===== src/rtl/color_convert_pipe.sv =====
// color_convert_pipe: three-lane float-to-integer colour converter with a
// credit-tracked first-word-fall-through output FIFO. Pipeline stages
// S1 classify/unpack, S2 align shift, S3 round/saturate/pack, then FIFO.
// Optional feature macro: CC_ROUND_EN selects round-to-nearest (ties up)
// instead of truncation; latency and interface are the same either way.
`timescale 1ns/1ps
module color_convert_pipe #(
   parameter int R_W        = 4,
   parameter int G_W        = 5,
   parameter int B_W        = 4,
   parameter int PID_W      = 19,
   parameter int FIFO_DEPTH = 8
) (
   input  logic                           clk,
   input  logic                           rst,
   input  logic                           us_valid,
   output logic                           us_stall,
   input  logic [PID_W-1:0]               us_pixelID,
   input  logic [95:0]                    us_color,
   output logic                           ds_valid,
   input  logic                           ds_stall,
   output logic [PID_W+R_W+G_W+B_W-1:0]   ds_data
);

   localparam int CW = R_W + G_W + B_W;
   localparam int DW = PID_W + CW;
   localparam int PW = $clog2(FIFO_DEPTH);
   localparam int OW = $clog2(FIFO_DEPTH + 1);
`ifdef CC_ROUND_EN
   localparam logic [40:0] RND_ADD = 41'd8388608;   // half of the 2^24 output step
`else
   localparam logic [40:0] RND_ADD = 41'd0;
`endif

   logic [OW-1:0]    occ_reg, occ_next;
   logic             accept, pop;
   logic             s1_valid_reg, s2_valid_reg, s3_valid_reg;
   logic [PID_W-1:0] s1_pid_reg, s2_pid_reg, s3_pid_reg;
   logic [CW-1:0]    lane_bus;
   logic [DW-1:0]    mem [FIFO_DEPTH];
   logic [PW-1:0]    wr_ptr_reg, rd_ptr_reg;
   logic [OW-1:0]    cnt_reg;

   // Credits count everything accepted but not yet popped, so the FIFO
   // always has room for whatever is still travelling down the pipeline.
   assign us_stall = (occ_reg >= OW'(FIFO_DEPTH));
   assign accept   = us_valid && !us_stall;
   assign pop      = ds_valid && !ds_stall;

   // Occupancy next-state: +1 on accept, -1 on pop, unchanged on both.
   always_comb begin
      occ_next = occ_reg;
      if (accept && !pop)
         occ_next = occ_reg + 1'b1;
      else if (!accept && pop)
         occ_next = occ_reg - 1'b1;
   end

   // Occupancy register.
   always_ff @(posedge clk) begin
      if (!rst) occ_reg <= '0;
      else      occ_reg <= occ_next;
   end

   // Valid and pixelID travel alongside the lanes; no stage ever stalls.
   always_ff @(posedge clk) begin
      if (!rst) begin
         s1_valid_reg <= 1'b0;
         s2_valid_reg <= 1'b0;
         s3_valid_reg <= 1'b0;
         s1_pid_reg   <= '0;
         s2_pid_reg   <= '0;
         s3_pid_reg   <= '0;
      end else begin
         s1_valid_reg <= accept;
         s2_valid_reg <= s1_valid_reg;
         s3_valid_reg <= s2_valid_reg;
         s1_pid_reg   <= us_pixelID;
         s2_pid_reg   <= s1_pid_reg;
         s3_pid_reg   <= s2_pid_reg;
      end
   end

   genvar gi;
   generate
      for (gi = 0; gi < 3; gi++) begin : g_lane
         localparam int W   = (gi == 0) ? R_W : ((gi == 1) ? G_W : B_W);
         localparam int OFF = (gi == 0) ? (G_W + B_W) : ((gi == 1) ? B_W : 0);
         localparam logic [16:0] MAXV = 17'((1 << W) - 1);

         logic [31:0]  f;
         int           sh_c;
         logic         s1_zero_next, s1_sat_next;
         logic [4:0]   s1_shamt_next;
         logic         s1_zero_reg, s1_sat_reg;
         logic [23:0]  s1_mant_reg;
         logic [4:0]   s1_shamt_reg;
         logic         s2_zero_reg, s2_sat_reg;
         logic [39:0]  s2_shifted_reg;
         logic [16:0]  s3_q;
         logic [W-1:0] s3_val_next, s3_val_reg;

         assign f = us_color[95-32*gi -: 32];

         // S1: classify specials and work out the alignment shift. The shift
         // is kept as sh+1 so the sh==-1 rounding case stays an integer shift.
         always_comb begin
            s1_zero_next  = 1'b0;
            s1_sat_next   = 1'b0;
            s1_shamt_next = '0;
            sh_c          = int'(f[30:23]) - 127 + W;
            if (f[30:23] == 8'hFF && f[22:0] != '0)
               s1_zero_next = 1'b1;
            else if (f[31])
               s1_zero_next = 1'b1;
            else if (f[30:23] == 8'd0)
               s1_zero_next = 1'b1;
            else if (f[30:23] >= 8'd127)
               s1_sat_next = 1'b1;
            else if (sh_c < -1)
               s1_zero_next = 1'b1;
            else
               s1_shamt_next = 5'(sh_c + 1);
         end

         // S1 register: flags plus the mantissa with its hidden one.
         always_ff @(posedge clk) begin
            if (!rst) begin
               s1_zero_reg  <= 1'b0;
               s1_sat_reg   <= 1'b0;
               s1_mant_reg  <= '0;
               s1_shamt_reg <= '0;
            end else begin
               s1_zero_reg  <= s1_zero_next;
               s1_sat_reg   <= s1_sat_next;
               s1_mant_reg  <= {1'b1, f[22:0]};
               s1_shamt_reg <= s1_shamt_next;
            end
         end

         // S2: full-width left shift, binary point ends up at bit 24.
         always_ff @(posedge clk) begin
            if (!rst) begin
               s2_zero_reg    <= 1'b0;
               s2_sat_reg     <= 1'b0;
               s2_shifted_reg <= '0;
            end else begin
               s2_zero_reg    <= s1_zero_reg;
               s2_sat_reg     <= s1_sat_reg;
               s2_shifted_reg <= {16'd0, s1_mant_reg} << s1_shamt_reg;
            end
         end

         // S3 combinational: optional half-step add, floor, then saturate.
         always_comb begin
            s3_q        = 17'(({1'b0, s2_shifted_reg} + RND_ADD) >> 24);
            s3_val_next = s3_q[W-1:0];
            if (s2_zero_reg)
               s3_val_next = '0;
            else if (s2_sat_reg || s3_q > MAXV)
               s3_val_next = MAXV[W-1:0];
         end

         // S3 register feeding the FIFO write port.
         always_ff @(posedge clk) begin
            if (!rst) s3_val_reg <= '0;
            else      s3_val_reg <= s3_val_next;
         end

         assign lane_bus[OFF +: W] = s3_val_reg;
      end
   endgenerate

   function automatic logic [PW-1:0] ptr_inc(input logic [PW-1:0] p);
      return (p == PW'(FIFO_DEPTH - 1)) ? '0 : p + 1'b1;
   endfunction

   // FIFO storage; written by S3 every cycle it holds a valid entry.
   always_ff @(posedge clk) begin
      if (!rst) begin
         for (int i = 0; i < FIFO_DEPTH; i++) mem[i] <= '0;
      end else if (s3_valid_reg) begin
         mem[wr_ptr_reg] <= {s3_pid_reg, lane_bus};
      end
   end

   // FIFO pointers and fill count.
   always_ff @(posedge clk) begin
      if (!rst) begin
         wr_ptr_reg <= '0;
         rd_ptr_reg <= '0;
         cnt_reg    <= '0;
      end else begin
         if (s3_valid_reg) wr_ptr_reg <= ptr_inc(wr_ptr_reg);
         if (pop)          rd_ptr_reg <= ptr_inc(rd_ptr_reg);
         if (s3_valid_reg && !pop)
            cnt_reg <= cnt_reg + 1'b1;
         else if (!s3_valid_reg && pop)
            cnt_reg <= cnt_reg - 1'b1;
      end
   end

   // Head is presented directly; a write into an empty FIFO shows next cycle.
   assign ds_valid = (cnt_reg != '0);
   assign ds_data  = mem[rd_ptr_reg];

   // Credits must make a write into a full FIFO impossible.
   a_no_overflow: assert property (@(posedge clk) disable iff (!rst)
      !(s3_valid_reg && cnt_reg == OW'(FIFO_DEPTH)));

endmodule

===== config.mk =====
export PLATFORM = sky130hd
export DESIGN_NAME = color_convert_pipe
export DESIGN_NICKNAME = d
export VERILOG_FILES = /design/src/rtl/color_convert_pipe.sv
export SDC_FILE = /design/constraint.sdc
export NUM_CORES = 1
export LEC_CHECK = 0
export CAP_MARGIN = 5
export CORE_MARGIN = 2
export CORE_UTILIZATION = 40
export CTS_CLUSTER_DIAMETER = 30
export DETAILED_ROUTE_END_ITERATION = 12
export DONT_BUFFER_PORTS = 1
export PLACE_DENSITY = 0.63
export SLEW_MARGIN = 20
export SYNTH_ARGS = -nofsm -noshare
export SYNTH_HDL_FRONTEND = slang
export SYNTH_SLANG_ARGS = --single-unit

===== constraint.sdc =====
create_clock -name clk -period 4.9 [get_ports clk]
set_input_delay 0.98 -clock clk [delete_from_list [all_inputs] [get_ports clk]]
set_output_delay 0.98 -clock clk [all_outputs]
set_load 0.01 [all_outputs]

* After elaboration in Yosys (flattened, before gate mapping)
Memories as Yosys holds them, arrays and structs flattened. A register that Yosys moved wholly into a read port is not among the register bits.
Index checks and enable logic that the tools add are counted.
** Word-level totals
- Register bits after elaboration :: 306
- RAM bits :: 256
- Input port bits :: 119
- Output and inout port bits :: 34
- Memories kept :: 1
** Cells by class
- Add/subtract/negate cells :: 15
- $lt $le $gt $ge :: 10
- Equal/unequal tests :: 5
- Shift-type cells :: 3
- Muxes and demuxes :: 39
- Bitwise logic cells :: 1
- Reduce and logical (&&, ||, !) cells :: 36
** Memories
- mem :: words 8, width 32, rd ports 1, clocked after Yosys merged registers in 1, write ports 8, line 40 : logic [DW-1:0] mem [FIFO_DEPTH];
** Operators by type and width (count)
- 24-bit by 5-bit left shift with 40-bit output :: 3
- 24-bit 2-to-1 mux :: 3
- 23-bit nonzero test :: 3
- 16-bit by 4-bit > comparator with 1-bit output, second input constant :: 2
- 32-bit 2-to-1 mux :: 1
- 32-bit OR reduction :: 1
- 9-bit by 4-bit adder with 10-bit output, second input constant :: 3
- 10-bit by 1-bit < comparator with 1-bit output, second input constant :: 3
- 8-bit by 7-bit subtractor with 9-bit output, second input constant :: 3
- 8-bit == test, second input constant :: 3
- 8-bit by 7-bit >= comparator with 1-bit output, second input constant :: 3
- 8-bit logical NOT :: 3
- 4-bit 2-to-1 mux :: 6
- 1-bit 2-to-1 mux :: 23
- 6-bit OR reduction :: 3
- 16-bit by 5-bit > comparator with 1-bit output, second input constant :: 1
- 5-bit by 2-bit adder with 5-bit output, second input constant :: 3
- 3-bit 2-to-1 mux :: 5
- 4-bit OR reduction :: 3
- 1-bit logical AND :: 9
- 4-bit by 1-bit adder with 4-bit output, second input constant :: 2
- 4-bit by 1-bit subtractor with 4-bit output, second input constant :: 2
- 3-bit by 1-bit adder with 3-bit output, second input constant :: 2
- 3-bit == test, second input constant :: 2
- 8 further kinds :: 17

* Logic depth before layout (Yosys ltp)
Gate-level depths: netlist of the first run.
- Word-level depth :: 8
- Depth in mapped cells :: 11

* Least setup slack after synthesis of the first run
No wires, ideal clock.
- Path type :: input port to flip-flop
- From :: input port rst
- To :: memory mem[5][0] in the netlist's numbering, enable pin
- Library setup time :: 466 ps
- Arrival time :: 3718 ps
- Path slack :: 716 ps
- Cell stages on the path :: 3
- Path buffers :: 1
- Cell sequence :: clkbuf_1 -> nand3b_1 -> o21ai_0
** RTL lines
- start, declared :: line 15 : input logic rst,
- end, declared :: line 40

==> results of run 1 <==
area by class of cell:
| cell class | instances | area [um^2] | area share [%] |
|---|---|---|---|
| Sequential cell | 491 | 12400 | 45.38 |
| Multi-Input combinational cell | 1280 | 9861 | 36.09 |
| Clock buffer | 146 | 3093 | 11.32 |
| Tap cell | 756 | 945.9 | 3.462 |
| Clock inverter | 57 | 738.2 | 2.702 |
| Timing Repair Buffer | 24 | 192.7 | 0.7052 |
| Inverter | 25 | 93.84 | 0.3435 |
logic make-up (layout without fill, tap and decap cells):
| logic type | count (synthesis) | after routing |
|---|---|---|
| simple gates | 765 | 765 |
| flops | 491 | 491 |
| mux | 247 | 247 |
| compound gates | 211 | 211 |
| buf+inv | 147 | 252 |
| xor+xnor | 31 | 31 |
| fa+ha+maj | 26 | 26 |
cell usage after synthesis, types with 5 or more instances:
cell,instances
buf_4,5
clkbuf_1,86
a21oi_1,49
ha_1,24
a22o_1,8
or3_1,6
mux2i_1,87
nor2b_1,10
nor4_1,31
and2_1,396
o211ai_1,6
o21a_1,15
inv_1,21
a211oi_1,13
a31oi_1,7
nand4_1,8
buf_2,26
mux2_2,85
mux4_2,75
nand2_1,80
nand3_1,24
nor4b_1,5
nor3_1,35
xor2_1,9
a22oi_1,5
o22ai_1,16
edfxtp_1,256
xnor2_1,21
o21ai_0,48
nor2_1,127
nand2b_1,17
dfxtp_1,235
and4_1,6
and3_1,8
worst max-delay path: cells and delay by family, from the launching register on:
family                 cells  cell delay [ns]
buffers and inverters      1             0.37
DFF                        1             0.75
muxes                      2             0.88
per-layer routing:
metal,vias up,GRT usage [%]
met5,-,0
met4,0,5.828
met3,109,4.412
met2,394,31.05
met1,7064,23.03
li1,6967,-
through the flow:
step / power, W / util (%) / cells
after CTS: 0.01345 / 48.45 / 2779
after floorplan: 0.005752 / - / 1918
after detailed placement: 0.006041 / 41.66 / 2576
after global routing: 0.01379 / 48.46 / 2779
after global placement: 0.005999 / 41.66 / 2576
final: 0.01329 / 48.46 / 2779
final timing paths:
| path | slack, ns | startpoint | depth (start not counted) | end |
|---|---|---|---|---|
| worst max-delay path | 1.23 | flip-flop | 3 | ds_data[9] |
| worst min-delay path | 0.42 | rst | 0 | g_lane[0].s1_mant_reg[23] |
| worst max register to register | 2.05 | g_lane[0].s1_shamt_reg[2] | 4 | g_lane[0].s2_shifted_reg[25] |
| worst min register to register | 0.43 | s2_valid_reg | 1 | s3_valid_reg |
power breakdown:
part	switching [W]	total (W)	internal (W)
sequential	0.000168	0.00468	0.00451
clock	0.00233	0.00734	0.00501
combinational	0.000625	0.00127	0.000643
==> metrics.txt, run 1 <==
status complete, no violations; Req. time, crit path between 3 and 4 ns; TritonCTS clock tree done; Synthesized Nets ~2100; number of nets still failing antenna checks after routing 0; vias in the first global route roughly 15000; drt pass-1 iters 5; post-synthesis sequential area ratio a little over half; Hold Buf Count CTS 0; Reg clk slew, reported paths roughly 0.04 ns; design area roughly 27000 um^2; DRC 0; Area Overhead vs Synth 19.79%; hold slack final 0.4151 ns; Metal-1 WL around 23 mm; final WL around 54 mm; Die Span Y 242.8 um; HPWL after detailed placement between 30 and 40 mm; Via density 5.230; root buf cell clkbuf_16; Max Cap Viol 0; final setup TNS 0 ns; DR WL met3 about 3 mm; via count 14530; Avg WL per Cell 19.29 um; most common cell after layout, fill and taps aside and2_1; EDFF count, synth around 260; ANT cells 0; initial antenna violation count 0; worst skew pair latency approximately 0.65 ns; die area roughly 59000 um^2; Final Max Slew Viols 0; Post-DP Area approximately 23000 um^2; Crit Path Class reg2out; Cell Chain, Critical Path buf_12 -> mux4_2 -> mux2_2; Initial Util a little over 40%; DRT iter0 DRCs about 760; largest family of logic cells by synthesized area simple AND/OR/NAND/NOR gates; crit path DAT 2.69 ns; Slew HR between 30% and 40%; DR top layer met4; fillcell total between 5000 and 6000; port buffer count 0; max reg flops about 260; Placer Congestion 0.8713; most frequent cells in the layout 396 x and2_1, 256 x edfxtp_1, 232 x dfxtp_1; Min-Delay Path Class in2reg; Nets 2074; Max Fanout on Critical Path 36; Met2 Routed Length 26.46 mm; Yosys top cell by area edfxtp_1; Pleak roughly 10 nW; Setup WS pre-CTS between 1.5 and 2 ns; skew final 0.04246 ns; die outline width around 240 um; largest cells by area after synthesis edfxtp_1 34%, dfxtp_1 21%, and2_1 11%, mux4_2 7.4%, mux2_2 4.2%; CTS HTree Levels 3; postcts setup bufs 0; Top FF cell, synth edfxtp_1; Ys Warns 0; CTS Buf Count 107; Top-Level Pins around 150; CP endpoint kind primary output; register bit count reported by yosys between 400 and 500; Max Clk Rate 272.4 MHz; maximum vdd ir drop roughly 0.3 mV; Synth Area in Adders 1.492%; Clock Tree Buf Depth 3; Synth Area in XOR/XNOR 1.223%; GRT Util Overall 18.31%; Resize count post-CTS 0; first-pass GRT wire length 85.39 mm; Final Cycle Share 74.91%; RSZ-0062 raised after global routing no; area share of the largest cell type after synthesis roughly a third; Post-Syn Instances 1918; Synth cell types 69; startpoint class of the critical path flip-flop; largest net degree at the start of global routing 175; fraction of layout cells with a size suffix above 1 between 10% and 20%; grt ovf 0; Final Hold Viols 0; ys async rst share 0%; Avg Inst Size Synth between 10 and 15 um^2; worst-margin pin slew 1.006 ns; setup violators final 0; mux cell area share after synthesis between 15 and 20%; Post-Synth Simple-Gate Area 18.61%; post-synthesis compound-gate area fraction between 6 and 7%; Synth Cell Area ~23000 um^2; crit-path max cell delay between 0.7 and 0.8 ns; clock period minus worst slack ~3.7 ns; Worst path slowest cell dfxtp_4; final worst setup slack between 1 and 1.5 ns; num rows 87; clk sinks just under 500; pwr/cell area between 400 and 500 nW/um^2; Core Region 56390 um^2
(Power assumes the default switching activity.)
==> run 2, diff against run 1 <==
--- a/config.mk
+++ b/config.mk
@@ -11,7 +11,7 @@
 export CTS_CLUSTER_DIAMETER = 30
 export DETAILED_ROUTE_END_ITERATION = 12
 export DONT_BUFFER_PORTS = 1
-export PLACE_DENSITY = 0.63
+export PLACE_DENSITY = 0.65
 export SLEW_MARGIN = 20
 export SYNTH_ARGS = -nofsm -noshare
 export SYNTH_HDL_FRONTEND = slang
==> constraint.sdc (replaced) <==
create_clock -name clk -period 3.2 [get_ports clk]
set_input_delay 0.64 -clock clk [delete_from_list [all_inputs] [get_ports clk]]
set_output_delay 0.64 -clock clk [all_outputs]
set_load 0.01 [all_outputs]
==> run 2 against run 1 <==
Non-clock buffer count rose by 31. Utilization grew 0.27 points. Final area increased by 0.56%. First-iteration DRC count up 7.9%. Global-route usage decreased by 0.29 points. Register-to-register slack worse by 1.5 ns. Combinational power is 71% higher. Via count grew 1.4%. Count of clock-buffer cells in the layout fell by 24. Sequential power up 52%. Worst setup slack got worse by 0.97 ns. Cell count increased by 0.76%. Largest power group unchanged. Highest routed layer unchanged.
==> metrics.txt, run 2 (same netlist as run 1, synthesis figures left out) <==
port buffer count 0; pwr/cell area 730.6 nW/um^2; HPWL after detailed placement roughly 34 mm; Reg clk slew, reported paths approximately 0.05 ns; number of nets still failing antenna checks after routing 0; first-pass GRT wire length approximately 83 mm; Max Clk Rate around 340 MHz; skew final between 0.02 and 0.03 ns; GRT Util Overall between 10% and 20%; startpoint class of the critical path flip-flop; DRC 0; Resize count post-CTS 0; Setup WS pre-CTS approximately 0.46 ns; via count roughly 15000; design area ~27000 um^2; crit path DAT around 2.3 ns; clock period minus worst slack ~2.9 ns; num rows 87; DRT iter0 DRCs about 800; drt pass-1 iters 5; Pleak between 10 and 15 nW; Core Region roughly 56000 um^2; final worst setup slack about 0.26 ns; Avg WL per Cell 19.02 um; Die Span Y 242.8 um; CP endpoint kind primary output; RSZ-0062 raised after global routing no; die area about 60000 um^2; fraction of layout cells with a size suffix above 1 around a fifth; status complete, no violations; Initial Util between 40% and 50%; final WL 53.25 mm; Max Cap Viol 0; largest net degree at the start of global routing 175; Req. time, crit path between 2 and 3 ns; die outline width ~240 um; most common cell after layout, fill and taps aside and2_1; CTS Buf Count about 100; max reg flops ~260; Placer Congestion ~0.87; Top-Level Pins about 150; root buf cell clkbuf_16; initial antenna violation count 2; Hold Buf Count CTS 0; Crit Path Class reg2out; maximum vdd ir drop just over 0.4 mV; ANT cells 0; setup violators final 0; Via density 5.263; Nets 2100; most frequent cells in the layout 396 x and2_1, 256 x edfxtp_1, 232 x dfxtp_1; Slew HR between 40 and 50%; Final Hold Viols 0; CTS HTree Levels 3; vias in the first global route 15310; TritonCTS clock tree done; Post-DP Area 23780 um^2; Clock Tree Buf Depth 3; Final Cycle Share between 90% and 100%; Final Max Slew Viols 0; Worst Reg-to-Reg Cells 11; Min-Delay Path Class in2reg; clk sinks about 490; worst-margin pin slew 0.8852 ns; worst skew pair latency 0.64 ns; Worst Hold Depth 0; Max Fanout on Critical Path 13; Reg2Reg Launch Point cnt_reg[0]; grt ovf 0; hold_sp rst; Area Overhead vs Synth 20.46%
run 2: timing repair:
action | 4_1_cts | 5_1_grt
hold endpoints to repair | 0 | 0
setup endpoints to repair | 0 | 1
buffers inserted | 0 | 10
run 2: path summary, 6_finish.rpt:
check	endpoint	slack, ns
hold reg to reg	g_lane[0].s2_zero_reg	0.42
setup reg to reg	cnt_reg[3]	0.58
hold / removal	g_lane[0].s1_mant_reg[23]	0.05
setup / recovery	ds_data[8]	0.26
run 2: area by class of cell:
| cell class | count | area, um^2 |
|---|---|---|
| well taps | 756 | 945.9 |
| inverters | 25 | 93.84 |
| clock inverters | 71 | 910.9 |
| repair buffers | 55 | 538.0 |
| multi-input cells | 1280 | 9881 |
| flip-flops and latches | 491 | 12400 |
| clock buffers | 122 | 2708 |
| fillers | 5011 | 28910 |
run 2: where the power goes:
part	internal [W]	leakage, nW	switching [W]
Combinational	0.00109	3.95	0.00108
Sequential	0.00691	4.57	0.000191
Clock	0.00734	1.75	0.00347
run 2: critical path, cell delays in order, from the launching register on:
cell and delay [ns]:
dfxtp_4 0.49, buf_4 0.30, mux4_2 0.54, mux2_2 0.32
run 2: through the flow:
step	hold WS [ns]	total power, W	utilization (%)	setup TNS (ns)	std cells
global placement	0.4136	0.009284	42.18	0	2597
global route	0.004455	0.02083	48.73	0	2800
CTS	0.01506	0.02024	48.59	0	2790
floorplan	0.4119	0.008805	-	-39.98	1918
finish	0.05481	0.02007	48.73	0	2800
detailed placement	0.4187	0.009338	42.18	0	2597
run 2: layer usage:
metal,GRT usage (%),vias to the layer above,part of all wire [%]
li1,-,7006,-
met2,31.22,428,50
met4,6.027,0,2.2
met1,21.76,7206,42
met3,4.677,95,6.4
met5,0,-,0
